`src/rtl/in_demux.sv`:
```
// GPIO write-side decoder: commits PS address/data writes into lock-in configuration registers.
// Optional GPIO_SYNC_EN: pass gpio_strobe through a 2-flop synchronizer (adds 2 cycles of latency).
module in_demux (
    input  logic        clk,
    input  logic        rst,
    input  logic [15:0] gpio_addr,
    input  logic [31:0] gpio_data,
    input  logic        gpio_strobe,
    output logic        gpio_ack,
    output logic [47:0] freq_word,
    output logic        freq_update,
    output logic [19:0] phase_off,
    output logic [4:0]  lpf_shift,
    output logic        lock_en,
    output logic        demod_rst_n,
    output logic        addr_err
);

    localparam int unsigned ADDR_W  = 16;
    localparam int unsigned DATA_W  = 32;
    localparam int unsigned PHASE_W = 20;
    localparam int unsigned LPF_W   = 5;
    localparam int unsigned N_REG   = 5;

    // IOAddress register map
    localparam logic [ADDR_W-1:0] freq_lo_IN = 16'h0010;
    localparam logic [ADDR_W-1:0] freq_hi_IN = 16'h0011;
    localparam logic [ADDR_W-1:0] phase_IN   = 16'h0012;
    localparam logic [ADDR_W-1:0] lpf_IN     = 16'h0013;
    localparam logic [ADDR_W-1:0] ctrl_IN    = 16'h0014;

    localparam int unsigned HIT_FLO   = 0;
    localparam int unsigned HIT_FHI   = 1;
    localparam int unsigned HIT_PHASE = 2;
    localparam int unsigned HIT_LPF   = 3;
    localparam int unsigned HIT_CTRL  = 4;

    localparam logic [LPF_W-1:0] LPF_RESET = 5'd10;

    typedef enum logic [1:0] {
        IDLE   = 2'd0,
        DECODE = 2'd1,
        COMMIT = 2'd2,
        ACK    = 2'd3
    } state_t;

    state_t              state;
    state_t              state_nxt;
    logic                strobe_s;
    logic                strobe_seen;
    logic                pending_c;
    logic                capture_c;
    logic [ADDR_W-1:0]   addr_q;
    logic [DATA_W-1:0]   data_q;
    logic [N_REG-1:0]    hit_q;
    logic                miss_q;
    logic [DATA_W-1:0]   shadow;

`ifdef GPIO_SYNC_EN
    logic strobe_meta;
    logic strobe_sync;

    always_ff @(posedge clk) begin
        if (!rst) begin
            strobe_meta <= 1'b0;
            strobe_sync <= 1'b0;
        end else begin
            strobe_meta <= gpio_strobe;
            strobe_sync <= strobe_meta;
        end
    end

    assign strobe_s = strobe_sync;
`else
    // PS GPIO already in clk domain; strobe_seen is the only register on this path
    assign strobe_s = gpio_strobe;
`endif

    assign pending_c = (strobe_s != strobe_seen);

    always_ff @(posedge clk) begin
        if (!rst) begin
            state <= IDLE;
        end else begin
            state <= state_nxt;
        end
    end

    always_comb begin
        state_nxt = state;
        capture_c = 1'b0;
        case (state)
            IDLE: begin
                if (pending_c) begin
                    capture_c = 1'b1;
                    state_nxt = DECODE;
                end
            end
            DECODE:  state_nxt = COMMIT;
            COMMIT:  state_nxt = ACK;
            ACK:     state_nxt = IDLE;
            default: state_nxt = IDLE;
        endcase
    end

    // Request capture and address decode
    always_ff @(posedge clk) begin
        if (!rst) begin
            strobe_seen <= 1'b0;
            addr_q      <= '0;
            data_q      <= '0;
            hit_q       <= '0;
            miss_q      <= 1'b0;
        end else begin
            if (capture_c) begin
                strobe_seen <= strobe_s;
                addr_q      <= gpio_addr;
                data_q      <= gpio_data;
            end
            if (state == DECODE) begin
                hit_q[HIT_FLO]   <= (addr_q == freq_lo_IN);
                hit_q[HIT_FHI]   <= (addr_q == freq_hi_IN);
                hit_q[HIT_PHASE] <= (addr_q == phase_IN);
                hit_q[HIT_LPF]   <= (addr_q == lpf_IN);
                hit_q[HIT_CTRL]  <= (addr_q == ctrl_IN);
                miss_q           <= !(addr_q inside {freq_lo_IN, freq_hi_IN, phase_IN, lpf_IN, ctrl_IN});
            end
        end
    end

    // Register commit and ack toggle
    always_ff @(posedge clk) begin
        if (!rst) begin
            gpio_ack    <= 1'b0;
            freq_word   <= '0;
            shadow      <= '0;
            freq_update <= 1'b0;
            phase_off   <= '0;
            lpf_shift   <= LPF_RESET;
            lock_en     <= 1'b0;
            demod_rst_n <= 1'b0;
            addr_err    <= 1'b0;
        end else begin
            if (state == COMMIT) begin
                if (hit_q[HIT_FLO]) begin
                    shadow <= data_q;
                end
                // Upper 16 bits join the shadowed low word so the 48-bit update is atomic
                if (hit_q[HIT_FHI]) begin
                    freq_word   <= {data_q[15:0], shadow};
                    freq_update <= 1'b1;
                end
                if (hit_q[HIT_PHASE]) begin
                    phase_off <= data_q[PHASE_W-1:0];
                end
                if (hit_q[HIT_LPF]) begin
                    lpf_shift <= data_q[LPF_W-1:0];
                end
                if (hit_q[HIT_CTRL]) begin
                    lock_en     <= data_q[0];
                    demod_rst_n <= data_q[1];
                    if (data_q[31]) begin
                        addr_err <= 1'b0;
                    end
                end
                if (miss_q) begin
                    addr_err <= 1'b1;
                end
            end
            if (state == ACK) begin
                gpio_ack    <= ~gpio_ack;
                freq_update <= 1'b0;
            end
        end
    end

endmodule

```
`config.mk`:
```
export PLATFORM = sky130hd
export DESIGN_NAME = in_demux
export DESIGN_NICKNAME = d
export VERILOG_FILES = /design/src/rtl/in_demux.sv
export SDC_FILE = /design/constraint.sdc
export NUM_CORES = 1
export LEC_CHECK = 0
export BUFFER_PORTS_ARGS = -buffer_cell sky130_fd_sc_hd__buf_4
export CAP_MARGIN = 30
export CELL_PAD_IN_SITES_DETAIL_PLACEMENT = 0
export CELL_PAD_IN_SITES_GLOBAL_PLACEMENT = 1
export CORE_MARGIN = 8
export CORE_UTILIZATION = 39
export DETAILED_ROUTE_END_ITERATION = 10
export PLACE_DENSITY_LB_ADDON = 0.25
export SETUP_SLACK_MARGIN = 0.2
export SYNTH_ARGS = -nofsm -noshare
export SYNTH_HDL_FRONTEND = slang
export SYNTH_SLANG_ARGS = --single-unit
```
`constraint.sdc`:
```
create_clock -name clk -period 2.2 [get_ports clk]
set_input_delay 0.11 -clock clk [delete_from_list [all_inputs] [get_ports clk]]
set_output_delay 0.11 -clock clk [all_outputs]
set_load 0.02 [all_outputs]
```
# == Word-level counts from Yosys, hierarchy flattened ==
# Index checks and enable logic that the tools add are counted.
# totals
out_inout_bits,78
register_bits,167
inputBits,51
# classes
n_eq_ne,10
n_reduce_logical,12
muxes,7
bitwise,2
# op_table
op,n
"equality test 16 x 5 -> 1 bit, second input constant",5
AND reduction 2 bit,5
one-hot mux 2 bit (4 select lines),1
2-to-1 mux 1 bit,5
nonzero test 5 bit,1
"equality test 2 bit, second input constant",2
nonzero test 2 bit,2
AND reduction 3 bit,1
"equality test 2 x 1 -> 1 bit, second input constant",1
zero test 2 bit,1
2-to-1 mux 2 bit,1
"!= test 2 bit, second input constant",1
NOT 1 bit,2
OR reduction 2 bit,1
zero test 1 bit,1
!= test 1 bit,1

# == Logic depth before layout (Yosys ltp) ==
# depth
depth_word,3
mapped_depth,9

# == Worst setup path before layout ==
# Ideal clock, no wire load.
# synth_path
path_type,register to register
start,register state[0]
end,register freq_word[40]
setup_slack_ns,0.645
arrival_ns,1.422
path_buffers,4
synth_period_minus_slack_ns,1.555
path_stages_with_launch,10
t_required_ns,2.068
cell_sequence,dfxtp_1 inv_1 ha_1 buf_2 and2_0 buf_2 buf_4 buf_2 nand2_1 a21oi_1
# synth_via
elab_chain_cells,2
# synth_lines
item,line,rtl
start: declaration,47,state_t state;
start signal: assignment,85,state <= state_nxt;
equality test 2 bit,144,if (state == COMMIT) begin
AND reduction 2 bit (no source line),-,
end signal: assignment,150,"freq_word <= {data_q[15:0], shadow};"
end: declaration,10,"output logic [47:0] freq_word,"
# Every way passes these cells.
# A chain may end at the register's enable or synchronous reset.

# == Worst setup path in the final report ==
# layout_path
start,register state[0]
end,register addr_q[15]
# layout_via
elab_chain_cells,2
# layout_lines
item,line,rtl
zero test 2 bit,92,case (state)
2-to-1 mux 1 bit,92,
end signal: assignment,117,addr_q <= gpio_addr;
end: declaration,53,logic [ADDR_W-1:0] addr_q;
# Every way passes these cells.

==> results by group <==
Run
  • Max-Cap Viols: 0

Clocking
  • Post-CTS Repair Setup Buffers: 0
  • Root Driver: clkbuf_16
  • CTS buffer count: 17
  • Worst-skew pair later-pin latency: 0.42 ns
  • CTS tree: yes
  • Htree depth: 4
  • Clk sink count: about 170
  • Clock-pin slew on the worst setup and hold paths: 0.06 ns
  • CTS max path bufs: 2

Die
  • IO Pins: 129
  • Row Count: 45
  • Die height: 141 µm
  • Initial Utilization: 39.8%
  • Die X: 141 µm
  • Die Outline Area: 19,800 µm²
  • Core Area: 15,200 µm²

Timing
  • Relative slew margins: a little over half
  • Final setup margin: roughly 0.45 ns
  • RSZ-0062 raised after global routing: false
  • Setup TNS Final: 0 ns
  • Slew of the pin with the lowest slew margin: between 0.7 and 0.8 ns
  • Skew final: 0.00773 ns
  • Final hold vios: 0
  • Hold slack final: 0.448 ns
  • Final setup fails: 0
  • Final worst-path cycle share: between 70% and 80%
  • Tmin final: between 1.5 and 2 ns
  • Fmax: about 570 MHz
  • Slew Limit Fails: 0

Setup path
  • R2R Path End: addr_q[15]
  • Crit end category: flip-flop
  • Crit path launch type: flip-flop
  • CP Data Arrival Time: 2.10 ns
  • CP max FO: 49
  • Critical Path RT: 2.54 ns
  • CP Class: flip-flop to flip-flop
  • FF-to-FF setup slack: about 0.45 ns
  • FF-to-FF path depth: 5
  • Slowest stage delay, CP: 0.52 ns
  • Slowest CP cell: inv_2
  • Crit path cell chain: inv_1, ha_2, inv_2, o21ai_0, a21oi_1
  • Crit Reg-Reg Startpoint: state[0]

Yosys
  • Register area share after synthesis: 55.2%
  • Post-synthesis register bit count: around 170
  • Netlist cell types: 35
  • Mapped Area: 6060 µm²
  • Yosys warns: 0
  • Post-Synthesis Cells: 752
  • Synthesized area per cell: ~8 µm²
  • Mapped Nets: 808

Route
  • Routed Wire Length: 17.1 mm
  • Drt drc: 0
  • Initial DRC count: about 340
  • Drt wl/cell: 15.5 µm
  • First-pass DRT Iterations: 4
  • Routed via count: roughly 5,500
  • Routed Antenna Nets: 0
  • Via density: 4.98

Worst hold path
  • Hold path start: data_q[21]
  • Hold Path End: shadow[21]
  • Worst Hold Class: flip-flop to flip-flop
  • Hold depth: 2

Layout
  • Area growth from synthesis to layout: 36.9%
  • NumNets Final: 958
  • Ant. Diodes: 0
  • Layout cells sized above 1: 20.0%
  • Final Non-Filler Cells: 1,103
  • Core Util, Final: 54.5%

GRT
  • Total GRT Usage: between 10% and 20%
  • Global-route wire length before repair: 27.8 mm
  • Largest net degree at the start of global routing: 94
  • Number of global-route vias before repair: 5,479
  • Initial antenna violation count: 0
  • GRT overflow: 0

Placed design
  • Dpl hpwl: 11.2 mm
  • Dpl cells: 1,021
  • IO buf count: ~130
  • Place WS: 0.439 ns
  • RePlAce Congestion: 0.792

Power
  • Pleak: just over 0.003 µW
  • VDD IR-drop max: 0.731 mV
  • Power Density: approximately 950 nW/µm²

Run status
  • Status: finished, final reports clean
[how the worst max path moves through the flow]
stage           startpoint            end  cells after the start
6_report          state[0]     addr_q[15]                      5
5_1_grt           state[0]     addr_q[15]                      5
4_1_cts           state[0]   freq_word[4]                      6
3_5_place_dp      state[0]   freq_word[4]                      6
3_3_place_gp   strobe_seen     data_q[31]                      4
2_1_floorplan     state[0]  freq_word[40]                      9
[power breakdown]
group,internal [µW],leakage (µW),switching (µW),total (µW)
clock network,1880,0.000291,1200,3070
logic,483,0.00146,820,1300
registers,3280,0.00135,238,3520
total,5640,0.00310,2260,7900
[through the flow]
step                      total power (µW)  area (µm²)
after floorplan                       4380        6060
after global placement                4770        7160
after detailed placement              4830        7170
after CTS                             7960        8290
after global routing                  8290        8290
final                                 7900        8290
[cell usage in the layout (no fill, tap or decap), types with 3 or more instances in the layout]
cell type	n
bufinv_16	3
clkbuf_8	3
nand3_1	59
nor2_1	5
o21ai_0	52
clkbuf_16	17
buf_4	140
dlygate4sd3_1	50
dfxtp_1	167
nor4b_1	3
a21oi_1	154
clkinvlp_4	4
buf_12	3
ha_1	4
nand2_1	217
[cells in the mapped netlist]
cell      count  area, µm²
inv_1         2       7.51
nor4b_1       3       26.3
nor4_1        1       6.26
and2_1        2       12.5
clkinv_1      1       3.75
a21oi_1     154        771
nor3_1        1       5.00
buf_6         1       11.3
o221a_2       1       11.3
clkbuf_2      2       10.0
ha_1          5       62.6
o21ai_0      52        260
buf_2        20        100
and2_0        1       6.26
nor2b_1       1       6.26
buf_4         3       22.5
a22oi_1       1       7.51
clkbuf_1     32        120
a211oi_1      1       7.51
o31ai_1       1       7.51
nand2_1     218        818
xnor2_1       2       17.5
a311oi_1      1       8.76
nand3b_1      1       7.51
nor2_1        5       18.8
inv_2         1       3.75
nand3_1      59        295
buf_1         5       18.8
mux2i_1       1       10.0
nand4_1       2       12.5
o41ai_1       1       8.76
xor2_1        1       8.76
nand2b_1      2       12.5
dfxtp_1     167       3340
o21a_1        1       7.51
[metal layers]
metal  up-vias  wire [µm]  track usage, %
met4         0        298            6.62
met1      2530       7580            20.7
li1       2821          -               -
met3        18        875            4.49
met5         -          0               0
met2       127       8340            29.9
[cell families (layout without fill, tap and decap cells)]
logic type      count (synthesis)  count (layout)  synth area share [%]
flops                         167             167                  55.2
simple gates                  296             296                  20.3
fa+ha+maj                       5               5                  1.03
compound gates                213             213                  18.0
mux                             1               1                 0.165
buf+inv                        67             230                  4.92
xor+xnor                        3               3                 0.434
[sequential cells by signal, indices dropped and copies added, names as in the netlist, 2 cells and up]
signal and count:
addr_q 16, data_q 32, freq_word 48, hit_q 5
lpf_shift 5, phase_off 20, shadow 32, state 2
[critical path: cells and delay by family (launching register included)]
| family | cells | cell delay (ns) |
|---|---|---|
| buf+inv | 2 | 0.63 |
| fa+ha+maj | 1 | 0.20 |
| compound gates | 2 | 0.47 |
| flops | 1 | 0.37 |
[area by class of cell]
type,instances,area (µm²)
Timing Repair Buffer,194,1630
Tap cell,188,235
Clock inverter,11,148
Clock buffer,21,470
Multi-Input combinational cell,518,2450
Inverter,4,17.5
Fill cell,1447,6910
Sequential cell,167,3340
[repair_timing]
action | in CTS | in global routing
setup endpoints to repair | 0 | 0
hold buffers | 50 | 0
gates resized for setup | 0 | 0
endpoints found under the hold margin | 52 | 0
Note: power is estimated with default switching activity, not from simulation.
